==> src/rtl/oam_dma.sv <==
// oam_dma: $4014 sprite DMA that halts the CPU and copies one 256-byte page into OAM through $2004.
module oam_dma #(
  parameter logic [15:0] TRIG_ADDR = 16'h4014,
  parameter logic [15:0] OAMDATA   = 16'h2004,
  parameter int          XFER_LEN  = 256
) (
  input  logic        cpu_clk,
  input  logic        reset,
  input  logic [15:0] bus_addr,
  input  logic [7:0]  bus_din,
  input  logic        bus_wr,
  input  logic        odd_or_even,
  input  logic [7:0]  mem_din,
  output logic        dma_hijack,
  output logic [15:0] dma_addr,
  output logic        dma_wr,
  output logic [7:0]  dma_dout,
  output logic        dma_done
);
  localparam logic [7:0] LAST = 8'(XFER_LEN - 1);
  typedef enum logic [2:0] {IDLE, HALT, ALIGN, READ, WRITE} state_t;
  state_t state, state_n;
  logic [7:0] page, page_n, idx, idx_n;
  logic hijack_n, wr_n, done_n;
  logic [15:0] addr_n;
  always_comb begin
    state_n = state;
    page_n = page;
    idx_n = idx;
    case (state)
      IDLE: if (bus_addr == TRIG_ADDR && !bus_wr) begin
        state_n = HALT;
        page_n = bus_din;
        idx_n = '0;
      end
      HALT: state_n = odd_or_even ? ALIGN : READ;
      ALIGN: state_n = READ;
      READ: state_n = WRITE;
      WRITE: begin
        idx_n = (idx == LAST) ? '0 : idx + 8'd1;
        state_n = (idx == LAST) ? IDLE : READ;
      end
      default: state_n = IDLE;
    endcase
    hijack_n = state_n != IDLE;
    wr_n = state_n != WRITE;
    addr_n = (state_n == HALT || state_n == ALIGN) ? TRIG_ADDR :
             (state_n == READ) ? {page_n, idx_n} :
             (state_n == WRITE) ? OAMDATA : 16'h0000;
    done_n = state == WRITE && state_n == IDLE;
  end
  always_ff @(posedge cpu_clk or negedge reset) begin
    if (!reset) begin
      state <= IDLE;
      page <= '0;
      idx <= '0;
      dma_hijack <= 1'b0;
      dma_addr <= '0;
      dma_wr <= 1'b1;
      dma_done <= 1'b0;
    end else begin
      state <= state_n;
      page <= page_n;
      idx <= idx_n;
      dma_hijack <= hijack_n;
      dma_addr <= addr_n;
      dma_wr <= wr_n;
      dma_done <= done_n;
    end
  end
  // Sync RAM returns the READ byte during the WRITE cycle, so the data is forwarded rather than registered.
  assign dma_dout = (state == WRITE) ? mem_din : 8'h00;
endmodule
==> config.mk <==
export PLATFORM = sky130hd
export DESIGN_NAME = oam_dma
export DESIGN_NICKNAME = d
export VERILOG_FILES = /design/src/rtl/oam_dma.sv
export SDC_FILE = /design/constraint.sdc
export NUM_CORES = 1
export LEC_CHECK = 0
export ABC_AREA = 0
export CORE_UTILIZATION = 39
export CTS_CLUSTER_DIAMETER = 30
export DETAILED_ROUTE_END_ITERATION = 8
export PLACE_DENSITY = 0.75
export RECOVER_POWER = 25
export SETUP_SLACK_MARGIN = 0.15
export SYNTH_ARGS = -nofsm -noshare
export SYNTH_HDL_FRONTEND = slang
export SYNTH_SLANG_ARGS = --single-unit
==> constraint.sdc <==
create_clock -name cpu_clk -period 1.7 [get_ports cpu_clk]
set_clock_uncertainty 0.1 [all_clocks]
set_input_delay 0.17 -clock cpu_clk [delete_from_list [all_inputs] [get_ports cpu_clk]]
set_output_delay 0.17 -clock cpu_clk [all_outputs]
set_load 0.005 [all_outputs]
==> metrics.md <==
| Metric | Value |
|---|---|
| Outcome | `finished, violations left` |
| Failing checks | `negative setup slack` |
| Die Area | `4440 um^2` |
| Fillers | `233` |
| Clock insertion delay at the later pin of the skew report | `300 ps` |
| Syn avg cell area | `11.8 um^2` |
| Critical path class | `register to register` |
| Most used DFF post-synth | `dfrtp_1` |
| Unique masters post-synth | `44` |
| I/O Pins | `63` |
| Hold Crit Start | `bus_din[6]` |
| CP endpoint kind | `register` |
| Psw | `1.35 mW` |
| Htree depth | `2` |
| Sequential share of power | `0.299` |
| Top cells by area, synth | `dfrtp_1, and2_1, o21ai_0, nor2b_1, mux2_1` |
| IO Port Bufs | `62` |
| Part of the cycle the worst path needs | `1.14` |
| Post-synth EDFFs | `0` |
| Routability cong. | `around 0.83` |
| Clock Pin Slew Worst Setup and Hold Paths | `~80 ps` |
| Largest net degree at the start of global routing | `39` |
| Via density | `5.20` |
| CTS Sinks | `38` |
| Syn nets | `175` |
| Synth Cell Area | `1630 um^2` |
| Total CTS buffers | `5` |
| Antenna Cells | `0` |
| CTS Root Cell | `clkbuf_8` |
| Synth Warn # | `0` |
| Flop-to-flop setup slack | `-230 ps` |
| Placed instance area | `2450 um^2` |
| Critical path's most frequent cell | `buf_4` |
| Setup_tns | `-5150 ps` |
| Routed Antenna Nets | `0` |
| CTS tree | `yes` |
| Die H | `66.7 um` |
| Worst Path Buf+Inv | `2` |
| Initial antenna violation count | `0` |
| Slowest stage cell, crit path | `dfrtp_1` |
| Std-Cell Core Area | `~4000 um^2` |
| Reg-to-Reg Start | `idx[5]` |
| Async SR Flop Fraction | `1.00` |
| Internal power | `2.93 mW` |
| Worst-margin pin slew | `897 ps` |
| Max-cap viol count | `0` |
| Setup WS post-layout | `-234 ps` |
| Largest fanout on the critical path | `8` |
| WL/cell | `17.7 um` |
| Worst hold path class | `primary input to register` |
| Pins Over Slew Limit | `0` |
| Slew headroom | `0.402` |
| Row cnt | `23` |
| Worst vdd ir | `952 uV` |
| Post-Synthesis Cells | `138` |
| Finished Cell Area | `3000 um^2` |
| Starting DRC count in detailed routing | `82` |
| Power Total | `4.28 mW` |
| First-pass GRT wire length | `7.24 mm` |
| DR pass1 iterations | `4` |
| DR DRC count | `0` |
| Critical Path Max Stage Delay | `460 ps` |
| Fin nets | `282` |
| Vias in the first global route | `~1.5k` |
| RSZ-0062 raised after global routing | `true` |
| Final min period | `1930 ps` |
| Hpwl dp | `between 2 and 3 mm` |
| Most common library cells after synthesis | `dfrtp_1, o21ai_0, and2_1, nor2_1, nor2b_1` |
| Yosys top cell area share | `0.568` |
| PwrDens | `1430 nW/um^2` |
| Logic pwr share | `0.479` |
| P_leak | `about 1.4 nW` |
| Final hold viol count | `0` |
| Via count | `1538` |
| Most common cell in the synthesized netlist | `dfrtp_1` |
| Layout cells sized above 1 | `0.423` |
| CP Launch Type | `register` |
| GR Overflow Total | `0` |
| Biggest area consumer among synthesized cells | `dfrtp_1` |
| Final setup fails | `40` |
| Critical path launch point | `idx[5]` |
| Total track usage | `0.229` |
| Die Wd | `66.7 um` |
| Crit path DAT | `2030 ps` |
| Starting Density | `0.408` |
| Largest buffer count on any clock path | `2` |
| Sw frac | `0.316` |
| CP required | `1790 ps` |
| DRT Wirelength | `roughly 5.2 mm` |
| Critical Path, Cell by Cell | `nand4_1, o21ai_4, buf_4, o21a_4, buf_4, nor2b_1` |
| Flops & latches, synth | `38` |
| Place WS | `-437 ps` |
| F_max | `roughly 0.52 GHz` |
| Clock network power share | `0.222` |
| Layout area overhead | `84.2%` |
| Sequential share of the synthesized area | `0.584` |
| Crit path max-delay family | `compound AO/OA/AOI/OAI gates` |
layout by cell type, fill, tap and decap left out, types with 3 or more instances in the layout:
| cell type | n |
|---|---|
| clkdlybuf4s50_1 | 52 |
| dfrtp_1 | 36 |
| buf_4 | 25 |
| buf_6 | 22 |
| o21ai_1 | 7 |
| and2_4 | 7 |
| mux2_4 | 7 |
| nor2_1 | 6 |
| clkbuf_8 | 6 |
| nor2b_4 | 5 |
| nand2_1 | 4 |
| nand3_1 | 3 |
| inv_1 | 3 |
| o21ai_0 | 3 |
| a21o_1 | 3 |
| nor2b_1 | 3 |
power by group through the flow:
| stage | logic [mW] | clock network (mW) | registers (mW) |
|---|---|---|---|
| finish | 2.05 | 0.951 | 1.28 |
| detailed placement | 1.41 | 0 | 1.28 |
| global route | 2.18 | 1.00 | 1.30 |
| CTS | 1.74 | 0.962 | 1.26 |
| global placement | 1.37 | 0 | 1.27 |
| floorplan | 0.676 | 0 | 1.28 |
final timing paths:
kind	to	cells after the start
max	dma_addr[9]	6
min	page[6]	3
max reg2reg	dma_addr[9]	6
min reg2reg	page[7]	1
max in group asynchronous	state[0]	3
min in group asynchronous	dma_addr[14]	3
stage by stage:
step           instances  hold WS (ps)   util
6_report             296           352  0.751
3_3_place_gp         266           134  0.613
3_5_place_dp         266           146  0.613
4_1_cts              287           342  0.706
2_1_floorplan        138          -226      -
5_1_grt              296           367  0.751
worst reg2reg max path, delay by kind of cell (launching register included):
kind,cells,cell delay (ps)
AO/OA/AOI/OAI,2,520
buffers and inverters,2,390
AND/OR/NAND/NOR,2,370
flip-flops,1,460
layout make-up:
cell class	count	area (um^2)	area share
inverters	3	11.3	0.00375
multi-input cells	90	788	0.262
clock inverters	2	60.1	0.0200
well taps	50	62.6	0.0208
clock buffers	6	82.6	0.0275
flip-flops and latches	38	953	0.317
repair buffers	107	1040	0.348
what timing repair did:
item / 4_1_cts / 5_1_grt
hold endpoints to repair: 37 / 0
cloned: 1 / 0
resized for setup: 78 / 28
hold buffers: 1 / 0
pin swaps: 12 / 4
setup endpoints to repair: 43 / 43
buffers inserted: 11 / 9
per-layer routing:
layer | up-vias | track usage | wire length (um)
li1 | 686 | - | -
met1 | 765 | 0.248 | 2020
met2 | 66 | 0.403 | 2760
met3 | 21 | 0.0462 | 242
met4 | 0 | 0.146 | 227
met5 | - | 0 | 0
logic make-up after synthesis:
logic type | count (synthesis) | share of synthesized area
buffers and inverters | 10 | 0.0407
multiplexers | 8 | 0.0591
flip-flops | 38 | 0.584
XOR/XNOR | 2 | 0.0107
AND/OR/NAND/NOR | 55 | 0.211
AO/OA/AOI/OAI | 24 | 0.0867
adder cells (fa/ha/maj) | 1 | 0.00767
state kept, by name (all words and copies together) (netlist names):
signal / count
dma_done: 1
page: 8
idx: 8
dma_wr: 1
dma_addr: 16
dma_hijack: 1
state: 3
Power figures use the tool's default switching activity.
